### config.mk
export PLATFORM = sky130hd
export DESIGN_NAME = dmem_rr_arbiter_flat
export DESIGN_NICKNAME = d
export VERILOG_FILES = /design/src/rtl/dmem_rr_arbiter_pkg.sv /design/src/rtl/dmem_rr_arbiter_if.sv /design/src/rtl/dmem_rr_arbiter_rr_pick.sv /design/src/rtl/dmem_rr_arbiter.sv /design/src/flat_wrapper.sv
export SDC_FILE = /design/constraint.sdc
export NUM_CORES = 1
export LEC_CHECK = 0
export BUFFER_PORTS_ARGS = -buffer_cell sky130_fd_sc_hd__buf_2
export CAP_MARGIN = 20
export CORE_ASPECT_RATIO = 0.6
export CORE_MARGIN = 5
export CORE_UTILIZATION = 40
export DETAILED_ROUTE_END_ITERATION = 16
export PLACE_DENSITY = 0.76
export RECOVER_POWER = 25
export SYNTH_ARGS = -nofsm -noshare
export SYNTH_HDL_FRONTEND = slang
export SYNTH_HIERARCHICAL = 1
export SYNTH_SLANG_ARGS = --single-unit
export TNS_END_PERCENT = 10
### constraint.sdc
create_clock -name clk -period 1.9 [get_ports clk]
set_input_delay 0.19 -clock clk [delete_from_list [all_inputs] [get_ports clk]]
set_output_delay 0.19 -clock clk [all_outputs]
set_load 0.005 [all_outputs]
### src/rtl/dmem_rr_arbiter_pkg.sv
// Shared types for the data-memory round-robin arbiter: FSM states, op kinds
// and the index-width helper used to size core ids and counters.
package dmem_arb_pkg;

  typedef enum logic [1:0] {
    IDLE,
    ISSUE,
    WAIT,
    ACK
  } state_t;

  typedef enum logic {
    OP_RD,
    OP_WR
  } op_t;

  // Index width for n items; never below one bit so single-value fields stay legal.
  function automatic int id_w(input int n);
    return (n > 1) ? $clog2(n) : 1;
  endfunction

endpackage

### src/rtl/dmem_rr_arbiter_if.sv
// Core-array / data_mem bus seen by the arbiter: per-core requests in, one
// memory port out, plus broadcast read data and per-core acknowledge.
interface dmem_rr_arbiter_if #(
  parameter int WIDTH     = 8,
  parameter int NUM_CORES = 4
);
  import dmem_arb_pkg::*;

  localparam int ID_W = id_w(NUM_CORES);

  logic [NUM_CORES-1:0]       req_rd;
  logic [NUM_CORES-1:0]       req_wr;
  logic [NUM_CORES-1:0]       core_done;
  logic [NUM_CORES*WIDTH-1:0] addr_in;
  logic [NUM_CORES*WIDTH-1:0] wdata_in;
  logic [WIDTH-1:0]           mem_rdata;
  logic                       mem_rEn;
  logic                       mem_wEn;
  logic [WIDTH-1:0]           mem_addr;
  logic [WIDTH-1:0]           mem_wdata;
  logic [WIDTH-1:0]           rdata_out;
  logic [NUM_CORES-1:0]       ack;
  logic [ID_W-1:0]            grant_id;
  logic                       busy;
  logic                       err;

  modport master (
    input  req_rd, req_wr, core_done, addr_in, wdata_in, mem_rdata,
    output mem_rEn, mem_wEn, mem_addr, mem_wdata, rdata_out, ack, grant_id, busy, err
  );

  modport slave (
    output req_rd, req_wr, core_done, addr_in, wdata_in, mem_rdata,
    input  mem_rEn, mem_wEn, mem_addr, mem_wdata, rdata_out, ack, grant_id, busy, err
  );

endinterface

### src/rtl/dmem_rr_arbiter_rr_pick.sv
// Rotating-priority picker: first eligible core scanning ptr, ptr+1, ...
// modulo NUM_CORES. Purely combinational.
module rr_pick #(
  parameter int NUM_CORES = 4,
  parameter int ID_W      = 2
) (
  input  logic [NUM_CORES-1:0] eligible,
  input  logic [ID_W-1:0]      ptr,
  output logic                 found,
  output logic [ID_W-1:0]      winner
);

  logic [ID_W-1:0] idx;

  always_comb begin
    found  = 1'b0;
    winner = '0;
    idx    = '0;
    for (int i = 0; i < NUM_CORES; i++) begin
      idx = ID_W'((int'(ptr) + i) % NUM_CORES);
      if (!found && eligible[idx]) begin
        found  = 1'b1;
        winner = idx;
      end
    end
  end

endmodule

### src/rtl/dmem_rr_arbiter.sv
// Round-robin arbiter serialising per-core read/write requests onto the
// single-port data_mem; one op at a time, one-cycle ack to the winner.
module dmem_rr_arbiter
  import dmem_arb_pkg::*;
#(
  parameter int WIDTH     = 8,
  parameter int NUM_CORES = 4,
  parameter int RD_LAT    = 1
) (
  input logic               clk,
  input logic               rst_n,
  dmem_rr_arbiter_if.master bus
);

  localparam int ID_W  = id_w(NUM_CORES);
  localparam int CNT_W = id_w(RD_LAT);
  localparam logic [ID_W-1:0]  LAST_ID  = ID_W'(NUM_CORES - 1);
  localparam logic [CNT_W-1:0] CNT_INIT = CNT_W'(RD_LAT - 1);

  state_t            state, state_d;
  logic [CNT_W-1:0]  cnt, cnt_d;
  logic [ID_W-1:0]   ptr, lat_id;
  op_t               lat_op;
  logic [WIDTH-1:0]  lat_addr, lat_wdata;

  logic [NUM_CORES-1:0] eligible;
  logic                 found, pick;
  logic [ID_W-1:0]      winner;
  logic [WIDTH-1:0]     addr_sel, wdata_sel;

  logic              ren_q, ren_d, wen_q, wen_d, busy_q, busy_d, err_q, err_d;
  logic [WIDTH-1:0]  addr_q, addr_d, wdata_q, wdata_d, rdata_q, rdata_d;
  logic [NUM_CORES-1:0] ack_q, ack_d;
  logic [ID_W-1:0]   grant_q, grant_d;

  assign eligible  = (bus.req_rd | bus.req_wr) & ~bus.core_done;
  assign pick      = (state == IDLE) && found;
  assign addr_sel  = bus.addr_in[winner*WIDTH +: WIDTH];
  assign wdata_sel = bus.wdata_in[winner*WIDTH +: WIDTH];

  rr_pick #(
    .NUM_CORES (NUM_CORES),
    .ID_W      (ID_W)
  ) u_pick (
    .eligible (eligible),
    .ptr      (ptr),
    .found    (found),
    .winner   (winner)
  );

  // NOTE: sequential state uses non-blocking assignments so every register
  // samples pre-edge values regardless of block evaluation order.
  always_ff @(posedge clk or negedge rst_n) begin
    if (!rst_n) begin
      state <= IDLE;
      cnt   <= '0;
    end else begin
      state <= state_d;
      cnt   <= cnt_d;
    end
  end

  always_comb begin
    // NOTE: every variable gets a default first so no path infers a latch.
    state_d = state;
    cnt_d   = cnt;
    case (state)
      IDLE:  if (found) state_d = ISSUE;
      ISSUE: begin
        if (lat_op == OP_WR) begin
          state_d = ACK;
        end else begin
          state_d = WAIT;
          cnt_d   = CNT_INIT;
        end
      end
      WAIT: begin
        if (cnt == '0) state_d = ACK;
        else           cnt_d   = cnt - 1'b1;
      end
      ACK:     state_d = IDLE;
      default: state_d = IDLE;
    endcase
  end

  // Transaction latches; requests may change after the pick, these may not.
  always_ff @(posedge clk or negedge rst_n) begin
    if (!rst_n) begin
      ptr       <= '0;
      lat_id    <= '0;
      lat_op    <= OP_RD;
      lat_addr  <= '0;
      lat_wdata <= '0;
    end else begin
      if (pick) begin
        lat_id    <= winner;
        lat_op    <= bus.req_wr[winner] ? OP_WR : OP_RD;
        lat_addr  <= addr_sel;
        lat_wdata <= wdata_sel;
      end
      if (state == ACK) ptr <= (lat_id == LAST_ID) ? '0 : lat_id + 1'b1;
    end
  end

  // Outputs are registered, so their next values follow the next state.
  always_comb begin
    ren_d   = 1'b0;
    wen_d   = 1'b0;
    addr_d  = addr_q;
    wdata_d = wdata_q;
    rdata_d = rdata_q;
    ack_d   = '0;
    grant_d = grant_q;
    busy_d  = (state_d != IDLE);
    err_d   = err_q;
    if (pick) begin
      wen_d   = bus.req_wr[winner];
      ren_d   = ~bus.req_wr[winner];
      addr_d  = addr_sel;
      wdata_d = wdata_sel;
      grant_d = winner;
      err_d   = err_q | (bus.req_rd[winner] & bus.req_wr[winner]);
    end
    if ((state == WAIT) && (cnt == '0)) rdata_d = bus.mem_rdata;
    if (state_d == ACK) ack_d[lat_id] = 1'b1;
  end

  always_ff @(posedge clk or negedge rst_n) begin
    if (!rst_n) begin
      ren_q   <= 1'b0;
      wen_q   <= 1'b0;
      addr_q  <= '0;
      wdata_q <= '0;
      rdata_q <= '0;
      ack_q   <= '0;
      grant_q <= '0;
      busy_q  <= 1'b0;
      err_q   <= 1'b0;
    end else begin
      ren_q   <= ren_d;
      wen_q   <= wen_d;
      addr_q  <= addr_d;
      wdata_q <= wdata_d;
      rdata_q <= rdata_d;
      ack_q   <= ack_d;
      grant_q <= grant_d;
      busy_q  <= busy_d;
      err_q   <= err_d;
    end
  end

  assign bus.mem_rEn   = ren_q;
  assign bus.mem_wEn   = wen_q;
  assign bus.mem_addr  = addr_q;
  assign bus.mem_wdata = wdata_q;
  assign bus.rdata_out = rdata_q;
  assign bus.ack       = ack_q;
  assign bus.grant_id  = grant_q;
  assign bus.busy      = busy_q;
  assign bus.err       = err_q;

endmodule
### src/flat_wrapper.sv
// flat-port wrapper written by rule: the top's interface ports become plain ports
module dmem_rr_arbiter_flat import dmem_arb_pkg::*;
#(
  parameter int WIDTH     = 8,
  parameter int NUM_CORES = 4,
  parameter int RD_LAT    = 1
)
  (clk, rst_n, bus_req_rd, bus_req_wr, bus_core_done, bus_addr_in, bus_wdata_in, bus_mem_rdata, bus_mem_rEn, bus_mem_wEn, bus_mem_addr, bus_mem_wdata, bus_rdata_out, bus_ack, bus_grant_id, bus_busy, bus_err);
  dmem_rr_arbiter_if #(.WIDTH(WIDTH), .NUM_CORES(NUM_CORES)) bus_i ();
  input logic clk;
  input logic rst_n;
  input wire logic [$bits(bus_i.req_rd)-1:0] bus_req_rd;
  input wire logic [$bits(bus_i.req_wr)-1:0] bus_req_wr;
  input wire logic [$bits(bus_i.core_done)-1:0] bus_core_done;
  input wire logic [$bits(bus_i.addr_in)-1:0] bus_addr_in;
  input wire logic [$bits(bus_i.wdata_in)-1:0] bus_wdata_in;
  input wire logic [$bits(bus_i.mem_rdata)-1:0] bus_mem_rdata;
  output wire logic [$bits(bus_i.mem_rEn)-1:0] bus_mem_rEn;
  output wire logic [$bits(bus_i.mem_wEn)-1:0] bus_mem_wEn;
  output wire logic [$bits(bus_i.mem_addr)-1:0] bus_mem_addr;
  output wire logic [$bits(bus_i.mem_wdata)-1:0] bus_mem_wdata;
  output wire logic [$bits(bus_i.rdata_out)-1:0] bus_rdata_out;
  output wire logic [$bits(bus_i.ack)-1:0] bus_ack;
  output wire logic [$bits(bus_i.grant_id)-1:0] bus_grant_id;
  output wire logic [$bits(bus_i.busy)-1:0] bus_busy;
  output wire logic [$bits(bus_i.err)-1:0] bus_err;
  assign bus_i.req_rd = bus_req_rd;
  assign bus_i.req_wr = bus_req_wr;
  assign bus_i.core_done = bus_core_done;
  assign bus_i.addr_in = bus_addr_in;
  assign bus_i.wdata_in = bus_wdata_in;
  assign bus_i.mem_rdata = bus_mem_rdata;
  assign bus_mem_rEn = bus_i.mem_rEn;
  assign bus_mem_wEn = bus_i.mem_wEn;
  assign bus_mem_addr = bus_i.mem_addr;
  assign bus_mem_wdata = bus_i.mem_wdata;
  assign bus_rdata_out = bus_i.rdata_out;
  assign bus_ack = bus_i.ack;
  assign bus_grant_id = bus_i.grant_id;
  assign bus_busy = bus_i.busy;
  assign bus_err = bus_i.err;
  dmem_rr_arbiter #(.WIDTH(WIDTH), .NUM_CORES(NUM_CORES), .RD_LAT(RD_LAT)) u_core (.clk(clk), .rst_n(rst_n), .bus(bus_i));
endmodule
==> results.md, run 1 <==
* Status: finished, violations left
* Failing checks: negative setup slack
* DRC viols at 0
* Crit. path cell count at 6
* Worst reg2reg startpoint: u_core/ptr[0]
* H-tree levels at 2
* P&R area growth vs syn at 44.1%
* Top cells by count, synth: dfrtp_1, mux2_2, nor2_1
* IO buf count at 119
* GRT Total Usage at 0.171
* Gpl congestion at just under 0.8
* Vias in the first global route at 1759
* Hold slack at 0.127 ns
* Worst R2R Setup Slack at -0.18 ns
* Initial DRC count at between 50 and 60
* CP Launch Point: u_core/ptr[0]
* Syn Area/Cell at approximately 15 um2
* Worst path top cell family by delay: multiplexers
* Cells after Synth at 142
* Fmax at 480 MHz
* Clk root buf: clkbuf_8
* P_leak at 1.51 nW
* Worst stage delay on the critical path at approximately 0.5 ns
* Synth top area cells: dfrtp_1, mux2_2, mux4_1, mux4_2, ha_1
* Num CTS Buffers at 5
* Post-route antenna net violation count at 0
* Clk_lat worst skew at 0.29 ns
* Via count at 1729
* Die Width at 104 um
* RSZ-0062 raised after global routing: yes
* Total Routed Length at about 5800 um
* Cell with the most instances after synthesis: dfrtp_1
* Layout cells sized above 1 at 0.670
* Cell Rows at 20
* Combinational Power Share at 0.519
* Post-route minimum period at 2.08 ns
* Post-synth ARST share at 1.00
* Crit path buffers/inverters at 2
* Post-synth top area share at 0.460
* Worst relative slew slack at 0.505
* Antenna diode count at 0
* Placed cell areas at 2950 um2
* Post-route clock skew at 0.00346 ns
* Critical Path End Type: flip-flop
* Worst-case reg-to-reg path depth at 6
* Global-route met1 utilization at 0.242
* Synth cell types at 25
* Pre-CTS WS at -0.416 ns
* Clock sink count at 39
* Largest net degree at the start of global routing at 35
* M3 GR Usage at 0.0527
* Kind of critical path: flip-flop to flip-flop
* Crit path cell chain: inv_2 -> a221o_1 -> a21oi_4 -> buf_6 -> mux4_2 -> mux2_4
* Pwr Density at between 1000 and 1500 nW/um2
* Multi-input logic area at 1060 um2
* Startpoint Class: flip-flop
* Slew @ Worst Pin at 0.743 ns
* Max-cap violations at 0
* Min-Delay Path Class: primary input to flip-flop
* First-pass GRT wire length at 9150 um
* Synth Flop Type: dfrtp_1
* Fin crit share at 1.10
* # fillers at 451
* Net Sw Power at 1.42 mW
* DPL Wire Length at 4530 um
* Final setup fails at 19
* WL/cell at 16.4 um
* Reg2reg end: u_core/bus.mem_addr[0]
* Drt first pass iters at 6
* Sw Ratio at 0.329
* Vias per cell at 4.93
* CP arrival at between 2 and 2.5 ns
* Register area share after synthesis at 0.460
* Sequential power share at 0.339
* Post-synth EDFFs at 0
* Met2 GRT Util at 0.250
* Clock Power Share at 0.143
* CTS tree: done
* Final Hold Viols at 0
* Die height at 66.4 um
* Setup crit end: u_core/bus.mem_addr[0]
* Synth Net Count at 237
* Crit-path max FO at 8
* Synth Warn # at 6
* Final count of pins violating max slew at 0
* # IOs at 120
* Busiest grt layer: met2
* Grt ovf at 0
* VDD IR-drop max at just over 0.0006 V
* Die area at 6910 um2
* Max clock buf depth at 2
* Core Region at 5100 um2
* FF+latch area at 976 um2
* Mapped cell area at about 2100 um2
* Crit path max-delay cell type: mux4_2
* P_int at 2.90 mW
* Yosys reg bits at 39
* Initial antenna violation count at 0
* Initial core utilization at 0.416
* Cell area after layout at ~3100 um2
* Yosys top cell by area: dfrtp_1
* Nets at between 300 and 400
* Clk slew on worst S/H paths at 0.07 ns
* WP data required at about 2.1 ns
* Worst setup margin at -0.181 ns
-- sequential cells by signal, summed over array words and instances (netlist names), 2 cells and up --
name	flops
u_core/state	2
u_core/bus.rdata_out	8
u_core/bus.mem_addr	8
u_core/ptr	2
u_core/bus.ack	4
u_core/bus.grant_id	2
u_core/bus.mem_wdata	8
-- worst min-delay path by stage --
stage / start / end / slack, ns / depth (start not counted)
after floorplan: rst_n / u_core/bus.ack[0] / -0.11 / 0
after global placement: rst_n / u_core/bus.rdata_out[7] / 0.31 / 1
after detailed placement: rst_n / u_core/bus.err / 0.30 / 1
after CTS: bus_mem_rdata[5] / u_core/bus.rdata_out[5] / 0.12 / 2
after global routing: bus_mem_rdata[2] / u_core/bus.rdata_out[2] / 0.12 / 2
final: bus_mem_rdata[5] / u_core/bus.rdata_out[5] / 0.13 / 2
-- power groups by stage --
| stage | clock, mW | combinational, mW | sequential [mW] |
|---|---|---|---|
| finish | 0.617 | 2.24 | 1.47 |
| global route | 0.681 | 2.44 | 1.52 |
| CTS | 0.643 | 2.33 | 1.46 |
| detailed placement | 0 | 2.18 | 1.47 |
| global placement | 0 | 2.12 | 1.46 |
| floorplan | 0 | 1.27 | 1.48 |
-- layout by cell type, fill, tap and decap left out, types with 2 or more instances in the layout --
cell	n
mux2_2	26
clkbuf_8	7
ha_1	9
dfrtp_1	39
mux2_4	3
nor2_2	2
mux4_2	17
buf_12	3
nor2_1	10
clkbuf_1	9
buf_2	110
a21oi_1	2
inv_1	8
nor4bb_1	4
buf_4	18
-- per-layer routing --
metal	share of wire	routed length, um	up-vias
met2	0.42	2420	102
met4	0.0095	55	0
met5	0	0	-
met1	0.47	2700	807
li1	-	-	813
met3	0.10	591	7
-- what timing repair did --
action / 4_1_cts / 5_1_grt
setup endpoints to repair: 19 / 20
hold endpoints to repair: 33 / 0
hold buffers: 1 / 0
buffers inserted: 2 / 0
cloned: 1 / 0
gates resized for setup: 11 / 2
pin swaps: 2 / 3
-- per-stage QoR --
stage               setup TNS [ns]  total power, mW   util  instances
finish                       -2.93             4.33  0.599        351
global route                 -4.63             4.64  0.599        351
CTS                          -3.24             4.44  0.605        352
detailed placement           -6.44             3.65  0.578        340
global placement             -5.09             3.58  0.578        340
floorplan                    -1.24             2.76      -        142
-- area by class of cell --
type	count	share of cell area
Timing Repair Buffer	142	0.262
Multi-Input combinational cell	87	0.347
Clock buffer	7	0.0315
Clock inverter	1	0.00245
Inverter	9	0.0110
Sequential cell	39	0.319
Tap cell	66	0.0270
-- cells by family (layout without fill, tap and decap cells) --
group / Yosys count / after routing / share of synthesized area
AND/OR/NAND/NOR: 21 / 21 / 0.0536
buffers and inverters: 16 / 159 / 0.0407
adder cells (fa/ha/maj): 9 / 9 / 0.0530
flip-flops: 39 / 39 / 0.460
AO/OA/AOI/OAI: 10 / 10 / 0.0324
multiplexers: 47 / 47 / 0.361
No activity file was read; power rests on OpenSTA's default activity.
==> run 2, diff against run 1 <==
--- a/config.mk
+++ b/config.mk
@@ -10,8 +10,10 @@
 export CORE_ASPECT_RATIO = 0.6
 export CORE_MARGIN = 5
 export CORE_UTILIZATION = 40
+export CTS_BUF_LIST = sky130_fd_sc_hd__clkbuf_16
 export DETAILED_ROUTE_END_ITERATION = 16
-export PLACE_DENSITY = 0.76
+export GPL_TIMING_DRIVEN = 0
+export PLACE_DENSITY = 0.77
 export RECOVER_POWER = 25
 export SYNTH_ARGS = -nofsm -noshare
 export SYNTH_HDL_FRONTEND = slang
==> results.md, run 2 (synthesis results as in run 1) <==
* Cts hold-fix bufs at 0
* IO buf count at 119
* Worst relative slew slack at 0.370
* Post-route antenna net violation count at 0
* Gpl congestion at 0.751
* Status: finished, violations left
* Worst reg2reg startpoint: u_core/ptr[0]
* First-pass GRT wire length at roughly 8900 um
* Setup_tns at -2.62 ns
* Pre-CTS WS at -0.381 ns
* Core Region at 5100 um2
* CP arrival at 2.24 ns
* Post-route clock skew at roughly 0.0045 ns
* Crit path buffers/inverters at 3
* Startpoint Class: flip-flop
* RSZ-0062 raised after global routing: yes
* Clock sink count at 39
* FF+latch area at 977 um2
* Crit-path max FO at 6
* Cell Rows at 20
* Vias in the first global route at between 1500 and 2000
* Largest net degree at the start of global routing at 40
* H-tree levels at 2
* DRC viols at 0
* Grt ovf at 0
* Die Width at 104 um
* Vias per cell at 5.07
* Total Routed Length at about 5600 um
* Kind of critical path: flip-flop to flip-flop
* Nets at 369
* Num CTS Buffers at 5
* Total Power at ~4.4 mW
* P_leak at 1.48 nW
* Final Hold Viols at 0
* CTS tree: done
* WP data required at 2.06 ns
* Die area at 6910 um2
* Slew @ Worst Pin at 0.945 ns
* Fin crit share at 1.10
* Most common cell after layout, fill and taps aside: buf_2
* Critical Path End Type: flip-flop
* Min-Delay Path Class: primary input to async pin
* Crit path cell chain: inv_2 -> a221o_1 -> a21oi_2 -> buf_6 -> buf_12 -> mux4_2 -> mux2_4
* WL/cell at 16.4 um
* Fmax at ~480 MHz
* DPL Wire Length at 4340 um
* Layout cells sized above 1 at 0.682
* Initial core utilization at 0.416
* Final setup fails at 19
* Final count of pins violating max slew at 0
* Clk root buf: clkbuf_16
* Hold slack at 0.0538 ns
* Multi-input logic area at roughly 1000 um2
* # IOs at 120
* Initial DRC count at 44
* P&R area growth vs syn at 41.5%
* Crit. path cell count at 7
* VDD IR-drop max at 0.000602 V
* CP Launch Point: u_core/ptr[0]
* Worst-case reg-to-reg path depth at 7
* Initial antenna violation count at 0
* Worst stage delay on the critical path at 0.51 ns
* # fillers at 450
* Worst R2R Setup Slack at -0.19 ns
* Reg2reg end: u_core/bus.mem_addr[0]
* Via count at 1724
* Failing checks: negative setup slack
* Max clock buf depth at 2
* Clk_lat worst skew at about 0.28 ns
* Crit path max-delay cell type: mux4_2
* Commonest non-fill, non-tap cells in the layout: buf_2, dfrtp_1, mux2_2
* Post-route minimum period at 2.09 ns
* Clk slew on worst S/H paths at 0.06 ns
* Worst setup margin at -0.187 ns
* Pwr Density at 1480 nW/um2
* Setup crit end: u_core/bus.mem_addr[0]
* Drt first pass iters at 4
* Antenna diode count at 0
* GRT Total Usage at 0.165
* Die height at 66.4 um
* Max-cap violations at 0
* Worst path top cell family by delay: multiplexers
==> run 2: cell types whose count changed in the layout (fill, tap and decap cells not counted), moves of 5 or more <==
cell / change
buf_4: -13
buf_2: +9
clkbuf_8: -7
clkbuf_1: -6
clkbuf_16: +5
==> run 2: what timing repair did <==
item	CTS	global route
hold endpoints to repair	0	0
buffers inserted	5	0
pin swaps	2	1
gates resized for setup	10	2
setup endpoints to repair	20	27
gates cloned	1	0
==> run 2: per-stage QoR <==
stage	area (um2)	utilization	cells
finish	3000	0.588	340
global route	3000	0.588	340
CTS	3000	0.587	340
detailed placement	2810	0.551	327
global placement	2810	0.551	327
floorplan	2140	-	142
==> run 2: power by group <==
group	total, mW	internal [mW]	switching [mW]
Clock	0.766	0.471	0.296
Sequential	1.47	1.24	0.230
Combinational	2.21	1.31	0.902
==> run 2: area by class of cell <==
cell class / count / area share
inverters: 9 / 0.0112
clock buffers: 5 / 0.0416
flip-flops and latches: 39 / 0.325
clock inverters: 2 / 0.00292
plain buffers: 7 / 0.0183
repair buffers: 125 / 0.224
well taps: 66 / 0.0275
multi-input cells: 87 / 0.349
==> run 2: worst reg2reg max path, cell delays in order, from the launching register on <==
cell and delay (ns):
dfrtp_1 0.38, inv_2 0.05, a221o_1 0.30, a21oi_2 0.13, buf_6 0.18, buf_12 0.14, mux4_2 0.51, mux2_4 0.28
==> run 2: how the worst min path moves through the flow <==
stage	slack, ns	from	depth (start not counted)	end
detailed placement	0.36	rst_n	1	u_core/bus.err
global route	0.15	rst_n	1	u_core/bus.rdata_out[0]
global placement	0.35	rst_n	1	u_core/bus.err
CTS	0.06	rst_n	1	u_core/bus.err
finish	0.05	rst_n	1	u_core/bus.rdata_out[3]
floorplan	-0.11	rst_n	0	u_core/bus.ack[0]
==> run 2: routing by layer <==
layer  part of all wire  GRT usage  up-vias  wire length (um)
li1                   -          -      796                 -
met1               0.42      0.195      830              2340
met2               0.46      0.282       93              2580
met3               0.11     0.0624        5               618
met4             0.0066     0.0485        0                37
met5                  0          0        -                 0
==> run 3, diff against run 2 <==
--- a/config.mk
+++ b/config.mk
@@ -9,11 +9,11 @@
 export CAP_MARGIN = 20
 export CORE_ASPECT_RATIO = 0.6
 export CORE_MARGIN = 5
-export CORE_UTILIZATION = 40
+export CORE_UTILIZATION = 48
 export CTS_BUF_LIST = sky130_fd_sc_hd__clkbuf_16
 export DETAILED_ROUTE_END_ITERATION = 16
 export GPL_TIMING_DRIVEN = 0
-export PLACE_DENSITY = 0.77
+export PLACE_DENSITY = 0.86
 export RECOVER_POWER = 25
 export SYNTH_ARGS = -nofsm -noshare
 export SYNTH_HDL_FRONTEND = slang
==> constraint.sdc (replaced) <==
create_clock -name clk -period 2.5 [get_ports clk]
set_input_delay 0.25 -clock clk [delete_from_list [all_inputs] [get_ports clk]]
set_output_delay 0.25 -clock clk [all_outputs]
set_load 0.005 [all_outputs]
==> results.md, run 3 (synthesis results as in run 1) <==
* Worst-case reg-to-reg path depth at 6
* Most common cell after layout, fill and taps aside: buf_2
* Drt first pass iters at 4
* Setup_tns at 0 ns
* Fmax at 454 MHz
* P&R area growth vs syn at 38.2%
* Failing checks: max-capacitance violations, max-slew violations
* Final setup fails at 0
* Clock sink count at 39
* DR top layer: met4
* Hold path depth at 2
* Grt ovf at 0
* RSZ-0062 raised after global routing: no
* Commonest non-fill, non-tap cells in the layout: buf_2, dfrtp_1, mux2_2
* Initial DRC count at 30
* Crit path cell chain: inv_2 -> a221o_1 -> a21oi_1 -> buf_6 -> mux4_1 -> mux2_2
* CTS tree: done
* Die area at 5900 um2
* CP Launch Point: u_core/ptr[0]
* Worst relative slew slack at -0.330
* Antenna diode count at 0
* Vias per cell at 5.10
* Max-cap violations at 1
* WL/cell at 15.8 um
* Pwr Density at 1090 nW/um2
* WP data required at 2.66 ns
* Placed cell areas at approximately 2800 um2
* Num CTS Buffers at 5
* Layout cells sized above 1 at 0.625
* P_leak at 1.47 nW
* DRT met1 WL at 2190 um
* Final Hold Viols at 0
* Vias in the first global route at 1747
* Cell area after layout at around 3000 um2
* Post-route clock skew at 0.00677 ns
* # IOs at 120
* IO buf count at 119
* CP arrival at 2.36 ns
* Kind of critical path: flip-flop to flip-flop
* Final count of pins violating max slew at 40
* Via count at 1678
* Min-Delay Path Class: primary input to flip-flop
* Slew @ Worst Pin at 2.00 ns
* Die height at 61.5 um
* Core Region at between 4000 and 5000 um2
* Post-route antenna net violation count at 0
* Die Width at 95.9 um
* Fin crit share at 0.882
* Worst R2R Setup Slack at slightly below 0.3 ns
* VDD IR-drop max at 0.000421 V
* Post-route minimum period at 2.20 ns
* Cell Rows at 18
* Clk slew on worst S/H paths at 0.06 ns
* Util after Layout at 0.700
* Multi-input logic area at 1060 um2
* Reg2reg end: u_core/lat_op
* Max clock buf depth at 2
* Largest net degree at the start of global routing at 40
* DPL Wire Length at 4310 um
* First-pass GRT wire length at 8050 um
* Crit. path cell count at 6
* Startpoint Class: flip-flop
* Crit path max-delay cell type: mux4_1
* Initial core utilization at 0.507
* Worst reg2reg startpoint: u_core/ptr[0]
* Post-CTS setup buffers at 0
* Worst stage delay on the critical path at 0.66 ns
* Clk_lat worst skew at 0.27 ns
* # fillers at roughly 320
* Hold slack at 0.207 ns
* Status: finished, violations left
* Metal3 WL at 543 um
* Gpl congestion at 0.760
* Met2 wire length at 2420 um
* Resized cells post-CTS at 0
* Nets at 363
* Critical Path End Type: flip-flop
* Setup crit end: u_core/lat_op
* Crit path buffers/inverters at 2
* GRT Total Usage at 0.184
* H-tree levels at 2
* Crit-path max FO at 10
* Initial antenna violation count at 0
* Worst path top cell family by delay: multiplexers
* Total Routed Length at 5200 um
* Clk root buf: clkbuf_16
* FF+latch area at 976 um2
* Cts hold-fix bufs at 0
* DRC viols at 0
==> run 3: cell count changes in the layout (fill, tap and decap cells not counted), moves of 2 or more <==
| cell | previous run | this run |
|---|---|---|
| buf_4 | 5 | 0 |
| mux4_1 | 1 | 9 |
| mux4_2 | 17 | 9 |
| nor2_1 | 10 | 12 |
| nor2_2 | 2 | 0 |
==> run 3: area by class of cell <==
type                       instances  share of cell area
multi-input combinational         87               0.362
sequential                        39               0.333
timing repair buffer             119               0.203
clock buffer                       5              0.0426
tap                               60              0.0256
buffer                             7              0.0179
inverter                           9              0.0115
clock inverter                     3             0.00554
==> run 3: worst min-delay path by stage <==
stage,endpoint,slack [ns],start
after global routing,u_core/bus.rdata_out[1],0.20,bus_mem_rdata[1]
after CTS,u_core/bus.rdata_out[5],0.11,rst_n
after detailed placement,u_core/bus.rdata_out[0],0.41,rst_n
after floorplan,u_core/bus.ack[0],-0.05,rst_n
final,u_core/bus.rdata_out[5],0.21,bus_mem_rdata[5]
after global placement,u_core/bus.mem_wdata[6],0.40,rst_n
==> run 3: where the power goes <==
part	leakage [nW]	internal, mW	switching [mW]	total [mW]
logic	0.933	0.874	0.634	1.51
registers	0.466	0.941	0.171	1.11
clock network	0.0710	0.363	0.227	0.590
total	1.47	2.18	1.03	3.21
==> run 3: through the flow <==
step	instances	power [mW]	setup slack, ns
after floorplan	142	2.08	0.350
after global placement	321	2.57	0.0635
after detailed placement	321	2.65	0.0679
after CTS	329	3.25	0.302
after global routing	329	3.45	0.166
final	329	3.21	0.295
==> run 3: routing by layer <==
layer / vias up / track usage
li1: 788 / -
met1: 799 / 0.227
met2: 87 / 0.321
met3: 4 / 0.0574
met4: 0 / 0.0486
met5: - / 0
